**src/rtl/sr_pkg.sv**
```systemverilog
// sr_pkg: op and state encodings for the S/R latch pulse driver.
package sr_pkg;
    localparam logic [1:0] OP_NOP    = 2'b00;
    localparam logic [1:0] OP_SET    = 2'b01;
    localparam logic [1:0] OP_RESET  = 2'b10;
    localparam logic [1:0] OP_TOGGLE = 2'b11;

    localparam logic [1:0] ST_IDLE  = 2'b00;
    localparam logic [1:0] ST_PULSE = 2'b01;
    localparam logic [1:0] ST_GAP   = 2'b10;
    localparam logic [1:0] ST_CHECK = 2'b11;

    // A toggle only becomes RESET from a clean Q=1; a forbidden or low Q resolves to SET.
    function automatic logic [1:0] resolve_op(input logic [1:0] op, input logic q, input logic q_bar);
        return op == OP_TOGGLE ? ((q && !q_bar) ? OP_RESET : OP_SET) : op;
    endfunction
endpackage

```
**src/rtl/sr_pulse_driver_if.sv**
```systemverilog
// sr_pulse_driver_if: command handshake between control logic and the pulse driver.
interface sr_pulse_driver_if #(
    parameter int WIDTH_W = 8
);
    logic               cmd_valid;
    logic               cmd_ready;
    logic [1:0]         cmd_op;
    logic [WIDTH_W-1:0] cmd_width;

    modport master (output cmd_valid, cmd_op, cmd_width, input cmd_ready);
    modport slave  (input cmd_valid, cmd_op, cmd_width, output cmd_ready);
endinterface

```
**src/rtl/sr_pulse_counter.sv**
```systemverilog
// sr_pulse_counter: loadable down counter flagging its final cycle, shared by pulse and gap phases.
module sr_pulse_counter #(
    parameter int W = 8
) (
    input  logic         clk,
    input  logic         rst,
    input  logic         load,
    input  logic         en,
    input  logic [W-1:0] load_val,
    output logic         last
);
    logic [W-1:0] count;

    assign last = count <= W'(1);

    always_ff @(posedge clk or posedge rst) begin
        if (rst) count <= '0;
        else if (load) count <= load_val;
        else if (en && !last) count <= count - 1'b1;
    end
endmodule

```
**src/rtl/sr_pulse_driver.sv**
```systemverilog
// sr_pulse_driver: handshake-driven S/R latch pulse generator with guard gap and Q/Qbar check.
module sr_pulse_driver
    import sr_pkg::*;
#(
    parameter int WIDTH_W = 8,
    parameter int GAP     = 2
) (
    input  logic             clk,
    input  logic             rst,
    sr_pulse_driver_if.slave cmd,
    input  logic             q,
    input  logic             q_bar,
    output logic             s,
    output logic             r,
    output logic             busy,
    output logic             done,
    output logic             err,
    output logic             err_invalid
);
    localparam int GW = $clog2(GAP + 1);
    localparam int CW = WIDTH_W > GW ? WIDTH_W : GW;

    logic [1:0]    state, op_q, op_res;
    logic          expected, accept, load, last, cnt_en;
    logic [CW-1:0] load_val;

    assign cmd.cmd_ready = state == ST_IDLE;
    assign accept        = cmd.cmd_ready && cmd.cmd_valid;
    assign op_res        = resolve_op(cmd.cmd_op, q, q_bar);
    assign load          = (accept && op_res != OP_NOP) || (state == ST_PULSE && last);
    assign cnt_en        = state == ST_PULSE || state == ST_GAP;
    // The same counter times the pulse (width 0 stretched to 1) and then the guard gap.
    assign load_val      = state == ST_IDLE ? (cmd.cmd_width == '0 ? CW'(1) : CW'(cmd.cmd_width))
                                            : CW'(GAP);

    sr_pulse_counter #(.W(CW)) u_cnt (
        .clk      (clk),
        .rst      (rst),
        .load     (load),
        .en       (cnt_en),
        .load_val (load_val),
        .last     (last)
    );

    always_ff @(posedge clk or posedge rst) begin
        if (rst) begin
            state    <= ST_IDLE;
            op_q     <= OP_NOP;
            expected <= 1'b0;
            s        <= 1'b0;
            r        <= 1'b0;
        end else begin
            case (state)
                ST_IDLE: if (accept) begin
                    state    <= op_res == OP_NOP ? ST_CHECK : ST_PULSE;
                    op_q     <= op_res;
                    expected <= op_res == OP_SET;
                    s        <= op_res == OP_SET;
                    r        <= op_res == OP_RESET;
                end
                ST_PULSE: if (last) begin
                    state <= ST_GAP;
                    s     <= 1'b0;
                    r     <= 1'b0;
                end
                ST_GAP:   if (last) state <= ST_CHECK;
                default:  state <= ST_IDLE;
            endcase
        end
    end

    assign busy        = state != ST_IDLE;
    assign done        = state == ST_CHECK;
    assign err         = done && op_q != OP_NOP && q != expected;
    assign err_invalid = done && q == q_bar;
endmodule

```
**src/flat_wrapper.sv**
```systemverilog
// flat-port wrapper written by rule: the top's interface ports become plain ports
module sr_pulse_driver_flat import sr_pkg::*;
#(
    parameter int WIDTH_W = 8,
    parameter int GAP     = 2
)
  (clk, rst, q, q_bar, s, r, busy, done, err, err_invalid, cmd_cmd_valid, cmd_cmd_op, cmd_cmd_width, cmd_cmd_ready);
  sr_pulse_driver_if #(.WIDTH_W(WIDTH_W)) cmd_i ();
  input  logic clk;
  input  logic rst;
  input  logic q;
  input  logic q_bar;
  output logic s;
  output logic r;
  output logic busy;
  output logic done;
  output logic err;
  output logic err_invalid;
  input wire logic [$bits(cmd_i.cmd_valid)-1:0] cmd_cmd_valid;
  input wire logic [$bits(cmd_i.cmd_op)-1:0] cmd_cmd_op;
  input wire logic [$bits(cmd_i.cmd_width)-1:0] cmd_cmd_width;
  output wire logic [$bits(cmd_i.cmd_ready)-1:0] cmd_cmd_ready;
  assign cmd_i.cmd_valid = cmd_cmd_valid;
  assign cmd_i.cmd_op = cmd_cmd_op;
  assign cmd_i.cmd_width = cmd_cmd_width;
  assign cmd_cmd_ready = cmd_i.cmd_ready;
  sr_pulse_driver #(.WIDTH_W(WIDTH_W), .GAP(GAP)) u_core (.clk(clk), .rst(rst), .cmd(cmd_i), .q(q), .q_bar(q_bar), .s(s), .r(r), .busy(busy), .done(done), .err(err), .err_invalid(err_invalid));
endmodule
```
**config.mk**
```make
export PLATFORM = sky130hd
export DESIGN_NAME = sr_pulse_driver_flat
export DESIGN_NICKNAME = d
export VERILOG_FILES = /design/src/rtl/sr_pkg.sv /design/src/rtl/sr_pulse_driver_if.sv /design/src/rtl/sr_pulse_counter.sv /design/src/rtl/sr_pulse_driver.sv /design/src/flat_wrapper.sv
export SDC_FILE = /design/constraint.sdc
export NUM_CORES = 1
export LEC_CHECK = 0
export ABC_AREA = 1
export CAP_MARGIN = 5
export CORE_MARGIN = 2
export CORE_UTILIZATION = 40
export CTS_CLUSTER_SIZE = 30
export DETAILED_ROUTE_END_ITERATION = 10
export GPL_TIMING_DRIVEN = 1
export PLACE_DENSITY = 0.73
export SYNTH_ARGS = -nofsm -noshare
export SYNTH_HDL_FRONTEND = slang
export SYNTH_HIERARCHICAL = 1
export SYNTH_SLANG_ARGS = --single-unit
export TNS_END_PERCENT = 50
```
**constraint.sdc**
```tcl
create_clock -name clk -period 2.14 [get_ports clk]
set_input_delay 0.428 -clock clk [delete_from_list [all_inputs] [get_ports clk]]
set_output_delay 0.428 -clock clk [all_outputs]
set_load 0.05 [all_outputs]
```
==> results of run 1 <==
timing repair:
| item | CTS | global route |
|---|---|---|
| gates resized for setup | 0 | 2 |
| setup endpoints to repair | 0 | 3 |
| endpoints found under the hold margin | 0 | 0 |
registers in the layout (all words and copies together) (netlist names):
| signal | count |
|---|---|
| u_core/s | 1 |
| u_core/r | 1 |
| u_core/state | 2 |
| u_core/op_q | 2 |
| u_core/u_cnt/count | 8 |
| u_core/expected | 1 |
cell usage after synthesis (2+ instances only):
cell type,number
or2_2,3
nand3_1,19
inv_2,2
inv_1,34
dfrtp_1,15
ha_1,9
xnor2_1,2
o21ai_2,3
nand2_4,2
nor2_1,22
nand2_2,4
nand2_1,50
buf_4,2
o21ai_0,10
layout by cell type (no fill, tap or decap):
cell type         n
nand3_1          19
nor2_4            1
nand2_1          50
inv_2             3
ha_1              9
nand4_1           1
buf_4             7
clkinv_4          1
clkbuf_4          3
o21ai_2           3
o21ai_4           1
dfrtp_1          15
nand2_2           4
nand2_4           2
clkdlybuf4s50_1  16
o21ai_0           9
or2_1             1
buf_12            4
inv_1            33
a21oi_1           1
clkinv_2          1
nor2_2            1
xnor2_1           2
o21ai_1           2
or2_2             3
nor2_1           21
worst max-delay path, delay by kind of cell, from the launching register on:
kind	cells	cell delay (ps)
buffers and inverters	2	340
adder cells (fa/ha/maj)	1	450
flip-flops	1	430
how the worst min path moves through the flow:
stage	to	slack, ps	cells past startpoint
2_1_floorplan	u_core/expected$_DFFE_PP0P_	230	1
3_3_place_gp	u_core/op_q[1]$_DFFE_PP0P_	460	2
3_5_place_dp	u_core/op_q[1]$_DFFE_PP0P_	460	2
4_1_cts	u_core/r$_DFFE_PP0P_	400	2
5_1_grt	u_core/op_q[0]$_DFFE_PP0P_	410	2
6_report	u_core/s$_DFFE_PP0P_	390	2
through the flow:
step           hold slack (ps)  power [W]  instances  utilization (%)
6_report                   393    0.00245        246             52.8
4_1_cts                    396    0.00246        246             52.8
2_1_floorplan              231    0.00180        185                -
5_1_grt                    412    0.00270        246             52.8
3_5_place_dp               462    0.00229        242             51.8
3_3_place_gp               457    0.00227        242             51.8
power groups by stage:
| stage | Clock, W | Combinational [W] | Sequential, W |
|---|---|---|---|
| finish | 0.000165 | 0.00176 | 0.000525 |
| global route | 0.000189 | 0.00197 | 0.000543 |
| CTS | 0.000175 | 0.00176 | 0.000525 |
| detailed placement | 0 | 0.00176 | 0.000532 |
| global placement | 0 | 0.00174 | 0.000528 |
| floorplan | 0 | 0.00126 | 0.000548 |
cell families after synthesis:
logic type      after synthesis  synth area share, %
fa+ha+maj                     9                 9.17
compound gates               16                 8.36
simple gates                103                 37.1
buf+inv                      40                 13.4
flops                        15                 30.6
xor+xnor                      2                 1.43
area by class of cell:
class	instances	area, sq um
Clock buffer	3	22.5
Clock inverter	1	5.00
Fill cell	284	1410
Inverter	37	144
Multi-Input combinational cell	130	691
Sequential cell	15	375
Tap cell	33	41.3
Timing Repair Buffer	27	293
per-layer routing:
metal  up-vias  track usage (%)
li1        618                -
met1       482             24.6
met2        26             23.9
met3         4             2.84
met4         0             6.82
met5         -                0
==> key figures, run 1 <==
Yosys
  • Mapped cell area: about 0.0012 sq mm
  • FFs w/ async S/R, synth: 100%
  • Post-synth EDFFs: 0
  • Mean Syn Cell Area: between 6 and 7 sq um
  • Synth cell types: 22
  • Yosys warning count: 6
  • Top cells by area, synth: dfrtp_1 31%, nand2_1 15%, inv_1 10%, ha_1 9.2%, nand3_1 7.7%
  • Post-Syn Nets: approximately 210
  • Post-synth top area share: a little under a third
  • Synth area leader: dfrtp_1
  • Post-synthesis sequential area ratio: between 30% and 40%
  • Post-synthesis register bit count: 15
  • Top FF cell, synth: dfrtp_1
  • Post-Syn Instances: roughly 190

STA
  • Final Hold Vio Count: 0
  • Post-route minimum period: about 1900 ps
  • Final setup fails: 0
  • RSZ-0062 raised after global routing: no
  • Worst-Margin Slew: roughly 490 ps
  • Relative slew slack: between 60% and 70%
  • Fin Clk Skew: ~6.9 ps
  • Fmax: approximately 520 MHz
  • Final Max Slew Viols: 0
  • Setup slack after layout: 201 ps
  • Final setup TNS: 0 ps
  • Final worst-path cycle share: 90.6%

Routing
  • Avg WL per Cell: about 10 microns
  • Routed length on met3: slightly below 100 microns
  • Initial detailed-routing violation count: 30
  • Vias per std cell: 4.59
  • Detailed-route DRC error count: 0
  • WL met2: 1.09 mm
  • Met1 wire length: between 1 and 1.5 mm
  • DR top layer: met4
  • DRT antenna net count: 0
  • Drt pass-1 iters: 4
  • Vias: between 1,000 and 1,500
  • Routed WL: roughly 2.6 mm

Global route
  • Gr ovfl total: 0
  • First-pass GRT wire length: approximately 4.4 mm
  • Pin count of the biggest net entering global routing: 11
  • Vias in the first global route: 1,010
  • GRT Util Overall: between 15 and 20%
  • Initial antenna violation count: 0

Clock network
  • Maximum root-to-sink buffer count: 2
  • CTS Buf Count: 3
  • Worst-Skew Late Latency: 290 ps
  • CTS tree: built
  • CTS root buffer: clkbuf_4
  • Setup bufs post-CTS: 0
  • # clock sinks: 15
  • Clock transition at path regs: ~100 ps
  • CTS HTree Levels: 1
  • Hold_buf cts: 0

Setup path
  • CP max stage cell: ha_1
  • Worst path cell trace: inv_1, ha_1, buf_12
  • Worst Setup Path Type: flop to output port
  • RR Startpoint: u_core/u_cnt/count[0]$_DFFE_PP0P_
  • Worst EP arrival: around 1500 ps
  • Critical Path RT: around 1700 ps
  • CP Capture Type: output port
  • Crit path capture: cmd_cmd_ready
  • Crit path largest cell delay: 450 ps
  • Crit path launch type: flop
  • CP Max Fanout: 9
  • Reg2Reg Depth: 12
  • R2R Path End: u_core/u_cnt/count[7]$_DFFE_PP0P_
  • CP startpoint: u_core/state[0]$_DFFE_PP0P_
  • Worst reg2reg setup slack: 220 ps

Pwr
  • Power density cells: about 1600 mW/mm^2
  • Comb pwr share: around 72%
  • Worst VDD drop: 0.840 mV
  • Clock power frac: 6.7%
  • Switching power: between 0.001 and 0.0015 W
  • Leakage power figure: between 0.8 and 0.9 nW
  • Switching Share: between 50% and 60%
  • Flop pwr share: a little over a fifth
  • Design internal power: ~0.0012 W

Floorplanning
  • Core box area: 0.00298 sq mm
  • Die Wd: roughly 59 microns
  • Initial Util: ~41%
  • Chip Height: about 59 microns
  • Row count: 20
  • IO Pins: 22
  • Die area: ~0.0035 sq mm

Hold path
  • Hold WC Path Type: input pin to async pin

Layout
  • Area growth syn-to-layout: 28.0%
  • Inserted Diodes: 0
  • Fraction of layout cells with a size suffix above 1: between 15 and 20%
  • NumNets Final: between 200 and 250
  • Post-route cell area: roughly 0.0016 sq mm

Placement
  • Placed cell areas: about 0.0015 sq mm
  • Gpl congestion: roughly 0.85
  • Port buffer count: 21
  • Pre-CTS WS: around 95 ps
  • Placed wire-length estimate: around 2.1 mm

Status
  • Status: complete, no violations

Run
  • Max-cap check violation count: 0
(Power assumes the default switching activity.)
==> inputs of run 2 (changes only) <==
--- a/config.mk
+++ b/config.mk
@@ -11,8 +11,9 @@
 export CORE_UTILIZATION = 40
 export CTS_CLUSTER_SIZE = 30
 export DETAILED_ROUTE_END_ITERATION = 10
+export DONT_BUFFER_PORTS = 1
 export GPL_TIMING_DRIVEN = 1
-export PLACE_DENSITY = 0.73
+export PLACE_DENSITY = 0.63
 export SYNTH_ARGS = -nofsm -noshare
 export SYNTH_HDL_FRONTEND = slang
 export SYNTH_HIERARCHICAL = 1
==> key figures, run 2 (same netlist as run 1, synthesis figures left out) <==
Status
  • Status: complete, no violations

STA
  • Final Hold Vio Count: 0 (unchanged)
  • Final worst-path cycle share: 92.8% (+2.2 points)
  • Relative slew slack: 47.2% (-20 points)
  • Fin Hold WS: 331 ps (-61.9 ps)
  • Final Max Slew Viols: 0 (unchanged)
  • Final setup fails: 0 (unchanged)
  • RSZ-0062 raised after global routing: no
  • Fmax: 504 MHz (-2.3%)
  • Fin Clk Skew: 11.1 ps (+4.19 ps)
  • Worst-Margin Slew: 792 ps (+304 ps)
  • Post-route minimum period: 1980 ps (+46.3 ps)
  • Setup slack after layout: 155 ps (-46.3 ps)

Clock network
  • Clock transition at path regs: 100 ps (about the same)
  • CTS tree: built
  • CTS HTree Levels: 1 (unchanged)
  • CTS Buf Count: 3 (unchanged)
  • # clock sinks: 15 (unchanged)
  • Worst-Skew Late Latency: 290 ps (about the same)
  • Maximum root-to-sink buffer count: 2 (unchanged)
  • CTS root buffer: clkbuf_4

Global route
  • Gr ovfl total: 0 (unchanged)
  • GRT Util Overall: 18.6% (+1.9 points)
  • Vias in the first global route: 1,133 (+12%)
  • First-pass GRT wire length: 4.94 mm (+11%)
  • Pin count of the biggest net entering global routing: 12 (+1)
  • Initial antenna violation count: 0 (unchanged)

Setup path
  • CP Capture Type: output port
  • Worst EP arrival: 1560 ps (+50 ps)
  • Crit path launch type: flop
  • Critical Path RT: 1710 ps (about the same)
  • Worst Setup Path Type: flop to output port
  • CP Max Fanout: 9 (unchanged)
  • R2R Path End: u_core/u_cnt/count[7]$_DFFE_PP0P_
  • Reg2Reg Depth: 12 (unchanged)
  • Worst reg2reg setup slack: 180 ps (-40 ps)
  • RR Startpoint: u_core/u_cnt/count[0]$_DFFE_PP0P_

Floorplanning
  • Chip Height: 59.4 microns (unchanged)
  • Die area: 0.00353 sq mm (unchanged)
  • IO Pins: 22 (unchanged)
  • Initial Util: 41.2% (unchanged)
  • Row count: 20 (unchanged)
  • Die Wd: 59.4 microns (unchanged)
  • Core box area: 0.00298 sq mm (unchanged)

Routing
  • Vias: 1,121 (-0.80%)
  • Routed WL: 2.77 mm (+8.0%)
  • Drt pass-1 iters: 4 (unchanged)
  • Detailed-route DRC error count: 0 (unchanged)
  • Avg WL per Cell: 12.2 microns (+18%)
  • DRT antenna net count: 0 (unchanged)
  • Vias per std cell: 4.96 (+8.0%)
  • Initial detailed-routing violation count: 34 (+13%)

Hold path
  • WHS Path Cells: 3
  • Min-Delay Endpoint: u_core/s$_DFFE_PP0P_
  • Hold WC Path Type: input pin to flop
  • Hold_sp: cmd_cmd_op[1]

Pwr
  • Worst VDD drop: 0.755 mV (-10%)
  • Leakage power figure: 0.760 nW (-11%)
  • Power density cells: 1710 mW/mm^2 (+9.7%)
  • Total Power: 0.00231 W (-5.6%)

Layout
  • Most common library cell in the layout ignoring fill and taps: nand2_1
  • NumNets Final: 218 (-8.4%)
  • Most frequent cells in the layout: 50 x nand2_1, 31 x inv_1, 21 x nor2_1, 19 x nand3_1, 15 x dfrtp_1
  • Post-route cell area: 0.00135 sq mm (-14%)
  • Top flop regs: u_core/u_cnt/count: 8 flops, u_core/op_q: 2 flops, u_core/state: 2 flops
  • Area growth syn-to-layout: 10.1%
  • Max reg flops: 8 (unchanged)
  • Fraction of layout cells with a size suffix above 1: 16.6% (+0.62 points)
  • Inserted Diodes: 0 (unchanged)
  • Most flop-heavy register: u_core/u_cnt/count

Placement
  • Placed cell areas: 0.00131 sq mm (-15%)
  • Placed wire-length estimate: 2.29 mm (+7.4%)
  • Port buffer count: 0 (-100%)
  • Pre-CTS WS: -13.0 ps (-108 ps)
  • Gpl congestion: 0.846 (-0.96%)

Run
  • Max-cap check violation count: 0 (unchanged)
==> run 2: cell types whose count changed in the layout (fill, tap and decap cells not counted), moves of 2 or more <==
cell             before  now
inv_2                 3    5
buf_12                4    1
inv_1                33   31
buf_4                 7    5
clkdlybuf4s50_1      16    0
==> run 2: through the flow <==
step	instances	TNS, ps	util, %
5_1_grt	226	0	45.4
3_3_place_gp	221	0	43.9
4_1_cts	226	0	45.2
6_report	226	0	45.4
3_5_place_dp	221	-13.0	43.9
2_1_floorplan	185	0	-
==> run 2: layout make-up <==
| class | instances | area (sq um) |
|---|---|---|
| sequential | 15 | 375 |
| multi-input combinational | 130 | 697 |
| clock buffer | 4 | 26.3 |
| fill | 322 | 1630 |
| inverter | 37 | 144 |
| tap | 33 | 41.3 |
| timing repair buffer | 7 | 67.6 |
==> run 2: metal layers <==
metal	vias to the layer above	GRT usage (%)	part of all wire (%)
met1	504	25.2	47
met4	0	6.49	0.69
met2	35	29.4	46
met5	-	0	0
met3	2	3.71	6.6
li1	580	-	-
==> run 2: report_power, final <==
group / switching, W / internal, W
logic: 0.00102 / 0.000538
clock network: 0.0000996 / 0.0000724
registers: 0.000161 / 0.000420
total: 0.00128 / 0.00103
==> run 2: critical path, stage by stage, from the launching register on <==
cell	delay [ps]
dfrtp_1	440
inv_1	140
ha_1	690
==> run 2: what timing repair did <==
action,CTS,global route
setup endpoints to repair,3,4
hold endpoints to repair,15,0
gates resized for setup,2,4
hold buffers,1,0
setup buffers,0,0
==> run 2: worst max path at each step <==
stage,startpoint,to,slack [ps],cells past startpoint
after floorplan,u_core/u_cnt/count[0]$_DFFE_PP0P_,u_core/u_cnt/count[5]$_DFFE_PP0P_,70,14
final,u_core/state[1]$_DFFE_PP0P_,cmd_cmd_ready,160,2
after CTS,u_core/u_cnt/count[0]$_DFFE_PP0P_,u_core/u_cnt/count[7]$_DFFE_PP0P_,80,12
after global routing,u_core/u_cnt/count[0]$_DFFE_PP0P_,u_core/u_cnt/count[7]$_DFFE_PP0P_,30,12
after detailed placement,u_core/u_cnt/count[0]$_DFFE_PP0P_,u_core/u_cnt/count[7]$_DFFE_PP0P_,-10,12
after global placement,u_core/u_cnt/count[0]$_DFFE_PP0P_,u_core/u_cnt/count[5]$_DFFE_PP0P_,110,12
==> inputs of run 3 (changes only) <==
--- a/config.mk
+++ b/config.mk
@@ -8,12 +8,12 @@
 export ABC_AREA = 1
 export CAP_MARGIN = 5
 export CORE_MARGIN = 2
-export CORE_UTILIZATION = 40
-export CTS_CLUSTER_SIZE = 30
+export CORE_UTILIZATION = 55
+export CTS_CLUSTER_SIZE = 24
 export DETAILED_ROUTE_END_ITERATION = 10
 export DONT_BUFFER_PORTS = 1
 export GPL_TIMING_DRIVEN = 1
-export PLACE_DENSITY = 0.63
+export PLACE_DENSITY = 0.8
 export SYNTH_ARGS = -nofsm -noshare
 export SYNTH_HDL_FRONTEND = slang
 export SYNTH_HIERARCHICAL = 1
==> key figures, run 3 (same netlist as run 1, synthesis figures left out) <==
Global route
  • Vias in the first global route: 1,016 (-10%)
  • First-pass GRT wire length: 4.18 mm (-15%)
  • Pin count of the biggest net entering global routing: 12 (unchanged)
  • Initial antenna violation count: 0 (unchanged)
  • Gr ovfl total: 0 (unchanged)
  • GRT Util Overall: 21.1% (+2.5 points)

Setup path
  • Critical Path RT: 1710 ps (about the same)
  • CP Capture Type: output port
  • Crit path launch type: flop
  • Critical path's top delay family: adder cells
  • Worst EP arrival: 1570 ps (about the same)
  • Worst Setup Path Type: flop to output port
  • Critical path buffer and inverter count: 1 (unchanged)
  • CP Max Fanout: 9 (unchanged)
  • Worst path cell trace: inv_1, ha_1
  • CP max stage cell: ha_1
  • Worst reg2reg setup slack: 200 ps (+20 ps)
  • Crit path largest cell delay: 710 ps (+20 ps)

STA
  • Post-route minimum period: 2000 ps (+10.6 ps)
  • Setup slack after layout: 145 ps (-10.6 ps)
  • Worst-Margin Slew: 804 ps (+12.0 ps)
  • Final Hold Vio Count: 0 (unchanged)
  • Fmax: 501 MHz (-0.53%)
  • RSZ-0062 raised after global routing: no
  • Relative slew slack: 46.4% (-0.80 points)
  • Final worst-path cycle share: 93.2% (+0.49 points)
  • Final setup fails: 0 (unchanged)
  • Final Max Slew Viols: 0 (unchanged)
  • Fin Clk Skew: 2.51 ps (-8.55 ps)
  • Final setup TNS: 0 ps (unchanged)

Pwr
  • Switching power: 0.00125 W (-2.1%)
  • Switching Share: 55.3% (-0.081 points)
  • Power density cells: 1690 mW/mm^2 (-1.1%)
  • Leakage power figure: 0.760 nW (about the same)
  • Clock power frac: 7.1% (-0.3 points)
  • Design internal power: 0.00101 W (-1.8%)
  • Worst VDD drop: 0.939 mV (+24%)
  • Flop pwr share: 25.5% (+0.3 points)
  • Comb pwr share: 67.4% (about the same)

Layout
  • Fill count: 215 (-33%)
  • Area growth syn-to-layout: 9.07%
  • Post-route cell area: 0.00134 sq mm (-0.93%)
  • Inserted Diodes: 0 (unchanged)
  • Max reg flops: 8 (unchanged)
  • Most frequent cells in the layout: 50 x nand2_1, 32 x inv_1, 20 x nor2_1, 19 x nand3_1, 15 x dfrtp_1
  • Fraction of layout cells with a size suffix above 1: 16.1% (-0.43 points)
  • Most common library cell in the layout ignoring fill and taps: nand2_1
  • Top flop regs: u_core/u_cnt/count: 8 flops, u_core/op_q: 2 flops, u_core/state: 2 flops
  • NumNets Final: 217 (-0.46%)
  • Most flop-heavy register: u_core/u_cnt/count

Clock network
  • # clock sinks: 15 (unchanged)
  • Maximum root-to-sink buffer count: 2 (unchanged)
  • Clock transition at path regs: 90 ps (about the same)
  • CTS tree: built
  • Worst-Skew Late Latency: 280 ps (about the same)
  • CTS HTree Levels: 1 (unchanged)
  • CTS root buffer: clkbuf_4
  • CTS Buf Count: 3 (unchanged)

Routing
  • Vias: 1,120 (-0.089%)
  • Vias per std cell: 5.09 (+2.6%)
  • Initial detailed-routing violation count: 17 (-50%)
  • Routed WL: 2.47 mm (-11%)
  • Detailed-route DRC error count: 0 (unchanged)
  • DRT antenna net count: 0 (unchanged)
  • Drt pass-1 iters: 4 (unchanged)
  • Avg WL per Cell: 11.2 microns (-8.4%)

Floorplanning
  • Chip Height: 51.2 microns (-14%)
  • IO Pins: 22 (unchanged)
  • Initial Util: 56.6% (+15 points)
  • Die Wd: 51.2 microns (-14%)
  • Core box area: 0.00217 sq mm (-27%)
  • Row count: 17 (-15%)
  • Die area: 0.00263 sq mm (-26%)

Placement
  • Placed wire-length estimate: 2.02 mm (-12%)
  • Port buffer count: 0 (unchanged)
  • Gpl congestion: 0.858 (+1.4%)
  • Placed cell areas: 0.00129 sq mm (-1.1%)
  • Pre-CTS WS: 9.01 ps (+22.0 ps)

Hold path
  • Hold WC Path Type: input pin to flop

Run
  • Max-cap check violation count: 0 (unchanged)

Status
  • Status: complete, no violations
-- run 3: cell types whose count changed in the layout (fill, tap and decap cells not counted), sizes merged --
cell and change:
buf -1, clkinv +1, clkbuf -1
-- run 3: repair_timing --
| action | CTS | global route |
|---|---|---|
| hold buffers | 1 | 0 |
| endpoints found under the hold margin | 15 | 0 |
| gates resized for setup | 1 | 4 |
| setup buffers | 0 | 0 |
| gates cloned | 0 | 0 |
| setup endpoints to repair | 1 | 6 |
-- run 3: power groups by stage --
stage | Clock, W | Sequential [W] | Combinational, W
6_report | 0.000160 | 0.000579 | 0.00153
5_1_grt | 0.000178 | 0.000594 | 0.00172
4_1_cts | 0.000170 | 0.000572 | 0.00152
3_5_place_dp | 0 | 0.000578 | 0.00150
3_3_place_gp | 0 | 0.000572 | 0.00145
2_1_floorplan | 0 | 0.000548 | 0.00126
-- run 3: metal layers --
metal  part of all wire, %  vias up  global-route usage (%)
met2                    48       32                    34.6
met4                  0.77        0                    8.77
met5                     0        -                       0
met1                    47      508                    28.3
li1                      -      576                       -
met3                   4.1        4                    2.34
-- run 3: layout make-up --
cell class,count,area (sq um),area share [%]
Clock buffer,3,22.5,1.68
Tap cell,28,35.0,2.62
Sequential cell,15,375,28.0
Clock inverter,1,5.00,0.374
Timing Repair Buffer,6,60.1,4.49
Multi-Input combinational cell,130,697,52.1
Inverter,37,144,10.7
-- run 3: metrics by stage --
step | power [W] | instances | util [%] | hold WS, ps
2_1_floorplan | 0.00180 | 185 | - | 231
3_3_place_gp | 0.00202 | 215 | 59.7 | 264
3_5_place_dp | 0.00208 | 215 | 59.7 | 266
4_1_cts | 0.00226 | 220 | 61.4 | 329
5_1_grt | 0.00249 | 220 | 61.7 | 355
6_report | 0.00227 | 220 | 61.7 | 347
-- run 3: path summary, 6_finish.rpt --
| kind | start | depth (start not counted) | endpoint |
|---|---|---|---|
| setup / recovery | u_core/state[0]$_DFFE_PP0P_ | 2 | cmd_cmd_ready |
| hold / removal | cmd_cmd_op[1] | 3 | u_core/s$_DFFE_PP0P_ |
| setup reg to reg | u_core/u_cnt/count[0]$_DFFE_PP0P_ | 12 | u_core/u_cnt/count[5]$_DFFE_PP0P_ |
| hold reg to reg | u_core/op_q[1]$_DFFE_PP0P_ | 2 | u_core/op_q[1]$_DFFE_PP0P_ |
| max in group asynchronous | rst | 2 | u_core/u_cnt/count[0]$_DFFE_PP0P_ |
| min in group asynchronous | rst | 2 | u_core/op_q[1]$_DFFE_PP0P_ |
-- run 3: tightest hold or removal path: cells and delay by family --
kind	cells	cell delay, ps
and+or+nand+nor	2	110
AOI/OAI and AO/OA	1	60
